==> config.mk <==
export PLATFORM = sky130hd
export DESIGN_NAME = shift_stage
export DESIGN_NICKNAME = d
export VERILOG_FILES = /design/src/rtl/shift_stage.sv
export SDC_FILE = /design/constraint.sdc
export NUM_CORES = 1
export LEC_CHECK = 0
export ABC_AREA = 1
export BUFFER_PORTS_ARGS = -buffer_cell sky130_fd_sc_hd__buf_4
export CORE_ASPECT_RATIO = 0.75
export CORE_MARGIN = 3
export CORE_UTILIZATION = 40
export CTS_BUF_LIST = sky130_fd_sc_hd__clkbuf_4
export CTS_CLUSTER_DIAMETER = 150
export DETAILED_ROUTE_END_ITERATION = 16
export PLACE_DENSITY_LB_ADDON = 0.05
export SYNTH_ARGS = -nofsm -noshare
export SYNTH_HDL_FRONTEND = slang
export SYNTH_SLANG_ARGS = --single-unit
==> constraint.sdc <==
create_clock -name clk -period 1.83 [get_ports clk]
set_input_delay 0.0915 -clock clk [delete_from_list [all_inputs] [get_ports clk]]
set_output_delay 0.0915 -clock clk [all_outputs]
set_load 0.05 [all_outputs]
==> src/rtl/shift_stage.sv <==
// Two-stage shift/rotate unit around an external 16-bit right rotator.
// Optional zero flag output enabled by defining SHIFT_STAGE_ZFLAG_EN.
module shift_stage (
  input  logic        clk,
  input  logic        rst_n,
  input  logic        in_valid,
  output logic        in_ready,
  input  logic [15:0] in_data,
  input  logic [3:0]  in_cnt,
  input  logic [1:0]  in_op,
  input  logic [2:0]  in_tag,
  output logic [15:0] rot_in,
  output logic [3:0]  rot_cnt,
  input  logic [15:0] rot_out,
  output logic        out_valid,
  input  logic        out_ready,
  output logic [15:0] out_data,
  output logic [2:0]  out_tag
`ifdef SHIFT_STAGE_ZFLAG_EN
  ,
  output logic        out_zero
`endif
);

  localparam int unsigned DW = 16;
  localparam int unsigned CW = 4;
  localparam int unsigned TW = 3;

  typedef enum logic [1:0] {
    OP_ROL = 2'b00,
    OP_SLL = 2'b01,
    OP_ROR = 2'b10,
    OP_SRL = 2'b11
  } op_e;

  logic          a_valid;
  logic [DW-1:0] a_data;
  logic [CW-1:0] a_cnt;
  op_e           a_op;
  logic [TW-1:0] a_tag;

  logic          b_valid;
  logic [DW-1:0] b_data;
  logic [TW-1:0] b_tag;

  logic          adv_a;
  logic          adv_b;
  logic [DW-1:0] result;
  logic [DW-1:0] mask_l;
  logic [DW-1:0] mask_r;

  // Handshake: a stage may advance when the stage downstream is empty or moving.
  always_comb begin
    adv_b    = !b_valid || out_ready;
    adv_a    = !a_valid || adv_b;
    in_ready = adv_a;
  end

  // Left operations are right rotations by the complementary amount.
  always_comb begin
    rot_in = a_data;
    if (a_op == OP_ROR || a_op == OP_SRL) begin
      rot_cnt = a_cnt;
    end else begin
      rot_cnt = CW'(5'd16 - {1'b0, a_cnt});
    end
  end

  // Shifts are rotations with the wrapped-around bits cleared.
  always_comb begin
    mask_l = {DW{1'b1}} << a_cnt;
    mask_r = {DW{1'b1}} >> a_cnt;
    result = rot_out;
    case (a_op)
      OP_SLL:  result = rot_out & mask_l;
      OP_SRL:  result = rot_out & mask_r;
      default: result = rot_out;
    endcase
  end

  always_ff @(posedge clk or negedge rst_n) begin
    if (!rst_n) begin
      a_valid <= 1'b0;
      a_data  <= '0;
      a_cnt   <= '0;
      a_op    <= OP_ROL;
      a_tag   <= '0;
    end else if (adv_a) begin
      a_valid <= in_valid;
      if (in_valid) begin
        a_data <= in_data;
        a_cnt  <= in_cnt;
        a_op   <= op_e'(in_op);
        a_tag  <= in_tag;
      end
    end
  end

  always_ff @(posedge clk or negedge rst_n) begin
    if (!rst_n) begin
      b_valid <= 1'b0;
      b_data  <= '0;
      b_tag   <= '0;
    end else if (adv_b) begin
      b_valid <= a_valid;
      if (a_valid) begin
        b_data <= result;
        b_tag  <= a_tag;
      end
    end
  end

`ifdef SHIFT_STAGE_ZFLAG_EN
  logic b_zero;

  always_ff @(posedge clk or negedge rst_n) begin
    if (!rst_n) begin
      b_zero <= 1'b0;
    end else if (adv_b && a_valid) begin
      b_zero <= (result == '0);
    end
  end

  assign out_zero = b_zero;
`endif

  assign out_valid = b_valid;
  assign out_data  = b_data;
  assign out_tag   = b_tag;

endmodule
==> reports/metrics.cfg, run 1 <==
[critical_path]
cp_max_fo = 11
endpoint = rot_cnt[2]
setup.worst_path.start = a_cnt[2]
cp-end-kind = output pin
worstPathArrival_ns = 1.61
r2r-end = a_op[1]
crit_path_start_kind = flop
rrSetupSlack_ns = 0.42
worstPathRequired_ns = 1.74
r2r-start = out_valid
critPathKind = flop to output pin
ff2ff_path_depth = 4

[clock_tree]
cts_tree = yes
cts_buffer_depth = 2
root_buffer = clkbuf_4
insertion_delay_ns = 0.36
clk_pin_slew_worst_paths_ns = 0.14
cts_buffers = 5
cts.htree.levels = 2
clkSinkCount = 46

[global_route]
antenna_found_initial = 0
use_met3_pct = 4.78
grt_pass1_wl_mm = 9.54
busiest_layer = met2
grt_overflow = 0
grt_max_degree = 47
use_met2_pct = 26.6
grt_pass1_vias = 2025
grtUsageTotal_pct = 18.1
grt_use_met1_pct = 26.4

[drt]
drt-total-wl_mm = 5.64
drt_pass1_iterations = 4
routedWlPerCell_um = 11.9
antenna_left = 0
drc = 0
routed_via_density = 4.52
routed-via-count = 2141
drtIter0Drc = 95

[cells_and_area]
synthToLayoutAreaGrowth_pct = 47.0
final_nets = 447
fillCellCount = 515
drive_above_1_share_pct = 29.1
diodes = 0
final_cells = 474

[logic_synthesis]
ys_types = 19
ys_top_cells_by_count = nand2_1, dfrtp_1, nand3_1, inv_1, nor2_1
seq_area_frac_synth_pct = 51.1
syn_nets = 333
synth_warnings = 0
synth_top_area_cell = dfrtp_1
mappedNetlistArea_um2 = 2250
async_reset_ff_share_pct = 100
synthCells = 284
avgSynthCellArea_um2 = 7.94
synth_edf_count = 0
yosys_register_bits = 46
ys.flop_type = dfrtp_1
ys_top_cells_by_area = dfrtp_1, nand2_1, nand3_1
synth.most_common_cell = nand2_1
yosysTopAreaCellShare_pct = 51.1

[floorplanning]
dieHeight_um = 71.0
start_util_pct = 41.9
ioPinCount = 86
die_w_um = 92.7
row_count = 23
coreArea_um2 = 5380
die-area_um2 = 6580

[sta]
slew_violations = 0
rsz0062_at_grt = no
finalCritPeriodShare_pct = 92.8
hold_viol = 0
setup_viol = 0
tightest_slew_ns = 0.591
fin_setup_tns_ns = 0
fmax_mhz = 589
clock-skew-final_ns = 0.00858
slew_headroom_pct = 60.6
finalCriticalPeriod_ns = 1.70

[power_and_ir_drop]
leakage_nw = 1.82
ir_drop_mv = 0.682
p_int_mw = 2.08
p_clk_share_pct = 17.0
seqPwrFrac_pct = 36.3
combPwrFrac_pct = 46.7
p_per_area_nw_per_um2 = 1130
swShare_pct = 44.6
net-switching-power_mw = 1.68

[place]
port_buffers = 85
globalplace.congestion = 0.843
dp_cells = 431
hpwl_mm = 3.92

[job]
cap_violations = 0

[outcome]
outcome = finished clean

[worst_hold_path]
hp-class = input pin to flop

## area by class of cell
cell class,instances,area (um2),area share [%]
Sequential cell,46,1150,34.8
Multi-Input combinational cell,198,901,27.2
Inverter,26,101,3.06
Clock inverter,2,37.5,1.13
Timing Repair Buffer,121,983,29.7
Clock buffer,6,45.0,1.36
Tap cell,75,93.8,2.83
## how the worst min path moves through the flow
stage,startpoint,end,cells after the start
finish,rot_out[9],out_data[9],5
global route,rot_out[10],out_data[10],5
CTS,rot_out[4],out_data[4],5
detailed placement,rst_n,out_data[11],1
global placement,rst_n,out_data[11],1
floorplan,rst_n,a_cnt[0],0
## power by group through the flow
stage	logic (mW)	clock network [mW]	registers (mW)
global route	1.89	0.693	1.40
CTS	1.75	0.662	1.36
global placement	1.67	0	1.38
floorplan	0.571	0	1.98
detailed placement	1.68	0	1.39
finish	1.75	0.638	1.37
## cell usage in the layout, fill, tap and decap left out
| cell | synthesis | routed |
|---|---|---|
| bufinv_16 | 0 | 1 |
| nor2_2 | 4 | 4 |
| nand2_1 | 110 | 110 |
| a21oi_1 | 8 | 8 |
| nand2_4 | 1 | 1 |
| nand3_1 | 32 | 32 |
| nor2_1 | 21 | 21 |
| xor2_1 | 1 | 1 |
| ha_1 | 4 | 4 |
| buf_4 | 5 | 91 |
| clkbuf_4 | 0 | 6 |
| nand3_4 | 1 | 1 |
| dlygate4sd3_1 | 0 | 30 |
| nand2_2 | 1 | 1 |
| o21ai_0 | 11 | 11 |
| dfrtp_1 | 46 | 45 |
| clkinvlp_4 | 0 | 2 |
| dfrtp_2 | 0 | 1 |
| a21oi_2 | 4 | 4 |
| inv_2 | 2 | 4 |
| inv_1 | 24 | 21 |
## critical path, cell delays in order, from the launching register on
cell     delay, ns
dfrtp_2       0.50
inv_1         0.17
ha_1          0.25
nand2_1       0.06
o21ai_0       0.07
buf_4         0.19
## kinds of logic (layout without fill, tap and decap cells)
logic type | after synthesis | after routing | share of synthesized area (%)
flip-flops | 46 | 46 | 51.1
AND/OR/NAND/NOR | 170 | 170 | 31.6
AO/OA/AOI/OAI | 23 | 23 | 5.77
buffers and inverters | 40 | 155 | 8.99
adder cells (fa/ha/maj) | 4 | 4 | 2.22
XOR/XNOR | 1 | 1 | 0.389
## layer usage
metal  wire (um)  up-vias
met4          55        0
met3         407        7
met2        2410       63
met5           0        -
met1        2770      959
li1            -     1112
## stage by stage
step | instance area [um2] | total power, mW | utilization, % | hold WS [ns] | setup slack (ns)
final | 3310 | 3.76 | 61.6 | 0.0262 | 0.132
after global routing | 3310 | 3.98 | 61.6 | 0.0362 | 0.00218
after CTS | 3290 | 3.78 | 61.1 | 0.0109 | 0.0629
after detailed placement | 2890 | 3.07 | 53.7 | 0.142 | 0.373
after global placement | 2890 | 3.05 | 53.7 | 0.144 | 0.408
after floorplan | 2250 | 2.55 | - | -0.204 | 0.0235
## what timing repair did
item / in CTS / in global routing
setup buffers: 2 / 3
endpoints found under the setup margin: 1 / 2
hold buffers: 30 / 0
gates resized for setup: 1 / 3
cloned: 0 / 0
hold endpoints to repair: 75 / 0
## flip-flops by register name (all words and copies together), names as in the netlist
signal,count
a_tag,3
a_valid,1
rot_in,16
a_op,2
out_tag,3
a_cnt,4
out_valid,1
out_data,16
Power figures use the tool's default switching activity.
==> run 2: changes to the inputs <==
--- a/config.mk
+++ b/config.mk
@@ -5,7 +5,6 @@
 export SDC_FILE = /design/constraint.sdc
 export NUM_CORES = 1
 export LEC_CHECK = 0
-export ABC_AREA = 1
 export BUFFER_PORTS_ARGS = -buffer_cell sky130_fd_sc_hd__buf_4
 export CORE_ASPECT_RATIO = 0.75
 export CORE_MARGIN = 3
==> reports/metrics.cfg, run 2 <==
[outcome]
outcome = finished clean

[logic_synthesis]
synth.most_common_cell = dfrtp_1
async_reset_ff_share_pct = 100
synth_edf_count = 0
ys_top_cells_by_area = dfrtp_1, mux2_4, nand2_1
syn_nets = 238
ys.flop_type = dfrtp_1
yosys_register_bits = 46
ys_types = 34
synth_warnings = 0
mappedNetlistArea_um2 = 2260
synthCells = 189
synth_top_area_cell = dfrtp_1
ys_top_cells_by_count = dfrtp_1, nand2_1, mux2_4, o21ai_0
avgSynthCellArea_um2 = 11.9
yosysTopAreaCellShare_pct = 51.0
seq_area_frac_synth_pct = 51.0

[cells_and_area]
drive_above_1_share_pct = 43.4
final_nets = 364
most-common-layout-cells = buf_4, dfrtp_1, dlygate4sd3_1, nand2_1, mux2_4
final_cells = 391
layout_commonest_cell = buf_4
stdcell_area_um2 = 3410
utilization_pct = 63.0
diodes = 0
synthToLayoutAreaGrowth_pct = 51.0

[sta]
setup_viol = 0
slew_violations = 0
rsz0062_at_grt = no
finalCriticalPeriod_ns = 1.76
fin_hold_ws_ns = 0.0398
hold_viol = 0
clock-skew-final_ns = 0.0186
tightest_slew_ns = 0.586
fin_setup_tns_ns = 0
fmax_mhz = 567
finalCritPeriodShare_pct = 96.4
slew_headroom_pct = 61.0
fin_ws_ns = 0.0654

[drt]
drt_pass1_iterations = 4
drc = 0
wl_met2_mm = 2.56
routed-via-count = 1822
route.met3.wl_um = 339
drtIter0Drc = 89
drt-total-wl_mm = 5.69
wl_met1_mm = 2.78
highest_layer = met4
routedWlPerCell_um = 14.6
antenna_left = 0
routed_via_density = 4.66

[critical_path]
worstPathArrival_ns = 1.67
worstPathRequired_ns = 1.74
cp_max_fo = 3
r2r-start = a_cnt[0]
crit_path_start_kind = flop
cpMaxStageDelayCell = dfrtp_1
cp_slowest_stage_delay_ns = 0.42
setup.worst_path.start = a_cnt[0]
critPathKind = flop to output pin
critical_path.top_delay_family = flip-flops
cp_cell_sequence = inv_2 -> ha_2 -> ha_4 -> mux2_4 -> buf_8
cp-end-kind = output pin
path_buf_inv = 2

[clock_tree]
clk_pin_slew_worst_paths_ns = 0.14
cts_tree = yes
cts_buffer_depth = 2
insertion_delay_ns = 0.36
cts_buffers = 5
cts.htree.levels = 2
clkSinkCount = 46
root_buffer = clkbuf_4

[worst_hold_path]
hp-class = input pin to flop
min_from = rot_out[3]

[global_route]
grt_overflow = 0
grt_max_degree = 47
grt_pass1_wl_mm = 9.22
antenna_found_initial = 0
grtUsageTotal_pct = 17.4
grt_pass1_vias = 1789

[floorplanning]
coreArea_um2 = 5410
die-area_um2 = 6590
start_util_pct = 41.7
row_count = 23
die_w_um = 92.8
ioPinCount = 86
dieHeight_um = 71.1

[power_and_ir_drop]
p_per_area_nw_per_um2 = 994
ir_drop_mv = 0.484
leakage_nw = 1.69
total_power_mw = 3.39

[place]
dp_slack_ns = 0.351
hpwl_mm = 3.66
port_buffers = 85
globalplace.congestion = 0.749
post_dp_cell_area_um2 = 2890
dp_cells = 339

[job]
cap_violations = 0

## run 2: kinds of logic after synthesis
family / count (synthesis) / synth area share (%)
multiplexers: 28 / 17.2
AO/OA/AOI/OAI: 48 / 13.2
flip-flops: 46 / 51.0
XOR/XNOR: 1 / 0.388
AND/OR/NAND/NOR: 43 / 9.70
adder cells (fa/ha/maj): 4 / 2.22
buffers and inverters: 19 / 6.32
## run 2: report_power, final
| part | internal, mW | switching (mW) |
|---|---|---|
| sequential | 1.18 | 0.129 |
| combinational | 0.610 | 0.965 |
| clock | 0.150 | 0.351 |
## run 2: cell type report
type / count / area, um2
tap: 75 / 93.8
clock inverter: 3 / 21.3
clock buffer: 5 / 37.5
timing repair buffer: 132 / 1100
inverter: 6 / 22.5
fill: 448 / 2000
sequential: 46 / 1150
multi-input combinational: 124 / 983
## run 2: what timing repair did
item,in CTS,in global routing
setup buffers,2,2
hold endpoints to repair,84,1
resized for setup,0,9
pin swaps,0,1
hold buffers,39,1
endpoints found under the setup margin,1,2
## run 2: worst paths after layout
path	endpoint	slack (ns)	cells after the start
hold reg to reg	out_tag[0]	0.49	2
min in group asynchronous	rot_in[8]	0.24	2
hold / removal	out_data[3]	0.04	3
max in group asynchronous	a_cnt[3]	1.13	2
setup reg to reg	out_data[6]	0.25	6
setup / recovery	rot_cnt[2]	0.07	5
## run 2: worst reg2reg max path: stages, from the launching register on
cell and delay (ns):
dfrtp_1 0.39, buf_4 0.11, buf_4 0.10, ha_1 0.29
a21oi_1 0.11, o311a_1 0.33, a21o_1 0.15
## run 2: routing by layer
metal,global-route usage [%],vias up
met5,0,-
met4,2.44,0
met3,4.57,2
met2,25.5,53
met1,26.6,854
li1,-,913
